===== config.mk =====
export PLATFORM = sky130hd
export DESIGN_NAME = bin_to_bcd_seq
export DESIGN_NICKNAME = d
export VERILOG_FILES = /design/src/rtl/bcd_pkg.sv /design/src/rtl/bcd_add3.sv /design/src/rtl/bin_to_bcd_seq.sv
export SDC_FILE = /design/constraint.sdc
export NUM_CORES = 1
export LEC_CHECK = 0
export CAP_MARGIN = 20
export CORE_MARGIN = 3
export CORE_UTILIZATION = 49
export DETAILED_ROUTE_END_ITERATION = 10
export PLACE_DENSITY = 0.75
export SETUP_SLACK_MARGIN = 0.5
export SLEW_MARGIN = 40
export SYNTH_ARGS = -nofsm -noshare
export SYNTH_HDL_FRONTEND = slang
export SYNTH_HIERARCHICAL = 1
export SYNTH_SLANG_ARGS = --single-unit

===== constraint.sdc =====
create_clock -name clk -period 1.4 [get_ports clk]
set_input_delay 0.35 -clock clk [delete_from_list [all_inputs] [get_ports clk]]
set_output_delay 0.35 -clock clk [all_outputs]
set_load 0.01 [all_outputs]

===== src/rtl/bcd_pkg.sv =====
// bcd_pkg -- shared definitions for the sequential binary-to-BCD converter.
//   state_t    : FSM state encoding (IDLE, SHIFT, DONE)
//   NUM_DIGITS : number of BCD digits produced
//   BCD_MAX    : largest value representable in NUM_DIGITS digits
//   ERR_DIGIT  : digit shown for every position on over-range (error display)
//   SAT_DIGIT  : digit shown for every position on over-range (saturation)
package bcd_pkg;

  typedef enum logic [1:0] {
    ST_IDLE  = 2'd0,
    ST_SHIFT = 2'd1,
    ST_DONE  = 2'd2
  } state_t;

  localparam int          NUM_DIGITS = 4;
  localparam int          BCD_MAX    = 9999;
  localparam logic [3:0]  ERR_DIGIT  = 4'hE;
  localparam logic [3:0]  SAT_DIGIT  = 4'h9;

endpackage


===== src/rtl/bcd_add3.sv =====
// bcd_add3 -- double-dabble nibble correction.
//   d : BCD nibble before the shift
//   q : d + 3 when d >= 5, otherwise d unchanged
// After the following left shift a corrected nibble carries cleanly into the
// next decimal digit.
module bcd_add3 (
  input  logic [3:0] d,
  output logic [3:0] q
);

  assign q = (d >= 4'd5) ? (d + 4'd3) : d;

endmodule


===== src/rtl/bin_to_bcd_seq.sv =====
// bin_to_bcd_seq -- sequential (one bit per clock) binary to 4-digit BCD
// converter using the double-dabble algorithm.
//
// Optional feature: define BIN_TO_BCD_SAT_EN to show 9,9,9,9 on over-range
// instead of the default E,E,E,E error display. ovf behaves the same either way.
//
// Ports:
//   clk       : clock, all state changes on the rising edge
//   clr       : asynchronous active-low reset
//   bin       : unsigned value to convert, captured only when start is accepted
//   start     : conversion request, sampled only while idle
//   busy      : high during the BIN_W shift cycles
//   done      : one-cycle pulse, new digits valid
//   ovf       : last converted value was above 9999, held until the next done
//   dig1..4   : thousands..units BCD digits, held between conversions
//   dbg_state : current FSM state (bcd_pkg::state_t encoding)
//
// Handshake: start is a request level; a conversion is accepted on the rising
// edge where the FSM is IDLE and start=1. Anything on start/bin at other times
// is ignored. Results are announced by done for exactly one cycle.
module bin_to_bcd_seq
  import bcd_pkg::*;
#(
  parameter int BIN_W = 14
) (
  input  logic             clk,
  input  logic             clr,
  input  logic [BIN_W-1:0] bin,
  input  logic             start,
  output logic             busy,
  output logic             done,
  output logic             ovf,
  output logic [3:0]       dig1,
  output logic [3:0]       dig2,
  output logic [3:0]       dig3,
  output logic [3:0]       dig4,
  output logic [1:0]       dbg_state
);

  localparam int                 CNT_W = $clog2(BIN_W + 1);
  localparam logic [CNT_W-1:0]   LAST  = CNT_W'(BIN_W - 1);

`ifdef BIN_TO_BCD_SAT_EN
  localparam logic [3:0] OVR_DIGIT = SAT_DIGIT;
`else
  localparam logic [3:0] OVR_DIGIT = ERR_DIGIT;
`endif

  state_t            state;
  logic [BIN_W-1:0]  sr;
  logic [15:0]       scratch;
  logic [CNT_W-1:0]  cnt;
  logic              over;

  logic [15:0]       adj;
  logic [15:0]       scratch_nxt;
  logic [BIN_W-1:0]  sr_nxt;
  logic              bin_over;

  for (genvar g = 0; g < NUM_DIGITS; g++) begin : g_add3
    bcd_add3 u_add3 (
      .d (scratch[4*g +: 4]),
      .q (adj[4*g +: 4])
    );
  end

  // One double-dabble step: corrected scratch and shift register move left
  // together; the MSB of the shift register enters the units nibble.
  assign scratch_nxt = {adj[14:0], sr[BIN_W-1]};
  assign sr_nxt      = {sr[BIN_W-2:0], 1'b0};

  // Over-range is decided from the captured value; the 16-bit scratch
  // cannot hold a fifth decimal digit, so its top nibble is discarded then.
  assign bin_over    = ({{(32-BIN_W){1'b0}}, bin} > 32'(BCD_MAX));

  assign dbg_state   = state;

  always_ff @(posedge clk or negedge clr) begin
    if (!clr) begin
      state   <= ST_IDLE;
      sr      <= '0;
      scratch <= '0;
      cnt     <= '0;
      over    <= 1'b0;
      busy    <= 1'b0;
      done    <= 1'b0;
      ovf     <= 1'b0;
      dig1    <= 4'h0;
      dig2    <= 4'h0;
      dig3    <= 4'h0;
      dig4    <= 4'h0;
    end else begin
      case (state)
        ST_IDLE: begin
          done <= 1'b0;
          if (start) begin
            sr      <= bin;
            scratch <= '0;
            cnt     <= '0;
            over    <= bin_over;
            busy    <= 1'b1;
            state   <= ST_SHIFT;
          end
        end
        ST_SHIFT: begin
          scratch <= scratch_nxt;
          sr      <= sr_nxt;
          if (cnt == LAST) begin
            // Final shift: latch the result straight from the step logic so
            // the digits appear together with done.
            busy  <= 1'b0;
            done  <= 1'b1;
            ovf   <= over;
            dig1  <= over ? OVR_DIGIT : scratch_nxt[15:12];
            dig2  <= over ? OVR_DIGIT : scratch_nxt[11:8];
            dig3  <= over ? OVR_DIGIT : scratch_nxt[7:4];
            dig4  <= over ? OVR_DIGIT : scratch_nxt[3:0];
            state <= ST_DONE;
          end else begin
            cnt <= cnt + 1'b1;
          end
        end
        ST_DONE: begin
          done  <= 1'b0;
          state <= ST_IDLE;
        end
        default: begin
          busy  <= 1'b0;
          done  <= 1'b0;
          state <= ST_IDLE;
        end
      endcase
    end
  end

endmodule


==> flow_summary.ini <==
[place]
place_hpwl_um = 4250
dp.cells = 401
place_congestion = 0.800
preCtsSetupSlack_ns = -0.340
dpl-instance-area_um2 = 3570
io_buffers = 37

[setup_path]
startpoint_type = flop
r2r_setup_slack_ns = -0.24
cp-end-kind = flop
worst_ep_required_time_ns = 1.65
criticalPathCategory = reg -> reg
reg2regPathDepth = 6
timing.rr.end = scratch[10]
r2r-start = scratch[9]
crit_arrival_ns = 1.89
path_max_fanout = 3

[die]
die_h_um = 81.9
core_um2 = 5340
io_pins = 38
die-width_um = 81.9
dieArea_um2 = 6700
rows = 26
start_util_pct = 52.9

[sta]
setup-tns-final_ns = -3.86
setup_ws_ns = -0.241
timing.final.crit_share_pct = 117
setup_violations = 44
relSlewSlack_pct = 46.9
hold_slack_ns = 0.000748
finalClockSkew_ns = 0.0148
hold_viol_final = 0
tightest_slew_ns = 0.796
fmax_ghz = 0.609
maxSlewViolCount = 0
rsz0062_at_grt = yes
min_period_ns = 1.64

[global_routing]
grt_overflow = 0
track_usage_pct = 30.2
grt_antenna_before_repair = 0
grt_pass1_wl_um = 14900
grt_max_degree = 57
grt_pass1_vias = 2841

[power_and_ir_drop]
p_leak_nw = 2.22
ir_worst_vdd_uv = 1530
cellPowerDensity_nw_per_um2 = 2720

[clock_network]
hold_buffers = 0
htree_levels = 2
insertion_delay_ns = 0.33
numCtsBuffers = 5
clk_pin_slew_ns = 0.11
cts_tree = yes
root_buffer = clkbuf_8
cts_buffer_depth = 2
clock-sinks = 56

[finish]
nets = 417
final_cells = 460
area_growth_pct = 67.0
antenna_cells = 0
design_area_um2 = 4710
n_fill_cell = 212
drive_above_1_share_pct = 56.9

[detailed_routing]
vias = 2948
ant_nets = 0
dr.pass1.iters = 5
drt_iter0_markers = 266
viasPerCell = 6.41
wl_um = 11500
drcViolationCount = 0
wl_per_cell_um = 25.1

[flow_run]
timing.max_cap.violations = 0

[status]
status = finished with violations
violations = negative setup slack

[synthesis]
synth_cells = 274
syn_nets = 301
synthesis.area_um2 = 2820
synth-warning-count = 6
syn_avg_cell_area_um2 = 10.3

[worst_hold_path]
hp-class = in -> async
how the worst max path moves through the flow:
stage                  endpoint  depth (start not counted)       start
floorplan                   ovf                          6      cnt[1]
global placement           over                          4      bin[7]
detailed placement         over                          4      bin[7]
CTS                     dig4[2]                          7  scratch[1]
global route            dig2[2]                          7  scratch[9]
finish              scratch[10]                          6  scratch[9]
layout make-up:
class	count	area [um^2]	share of cell area [%]
multi-input combinational	194	1870	39.7
sequential	56	1410	29.9
timing repair buffer	121	1200	25.5
clock buffer	7	96.3	2.05
tap	70	87.6	1.86
inverter	12	50.0	1.06
worst max-delay path: stages (launching register included):
cell,delay [ns]
dfrtp_1,0.40
inv_2,0.09
ha_4,0.16
nand2b_4,0.16
a21oi_4,0.21
mux2i_4,0.32
a22o_1,0.23
per-stage QoR:
step,total power [mW],util (%)
detailed placement,7.91,66.8
CTS,10.6,80.4
finish,12.8,88.3
global route,13.3,88.3
global placement,7.69,66.8
floorplan,6.26,-
power by group:
group	switching [mW]	leakage [nW]	internal (mW)	total, mW
clock	0.558	0.0503	0.443	1.00
combinational	4.13	1.47	4.42	8.55
sequential	0.905	0.703	2.36	3.26
total	5.60	2.22	7.22	12.8
registers in the layout, indices dropped and copies added, names as in the netlist, 2 cells and up:
register,cells
scratch,16
sr,14
cnt,4
dig1,4
dig2,4
dig3,4
dig4,4
dbg_state,2
cells in the final DEF (no fill, tap or decap), types with 11 or more instances in the layout:
cell	count
a22o_1	17
buf_2	16
buf_4	45
buf_6	33
clkdlybuf4s50_1	11
dfrtp_1	52
mux2i_1	11
nand2_1	14
nor2_1	14
o21ai_0	11
o21ai_1	21
o21ai_2	19
metal layers:
metal / routed length [um] / share of wire [%] / GRT usage (%)
met2: 5720 / 50 / 53.0
met5: 0 / 0 / 0
met1: 4330 / 38 / 36.4
met4: 656 / 5.7 / 12.3
met3: 835 / 7.2 / 5.48
timing repair:
action                     in CTS  in global routing
cloned                         10                  1
pin swaps                      36                 30
setup buffers                  24                 17
gates resized for setup       189                 69
setup endpoints to repair      77                 77
(Power assumes the default switching activity.)
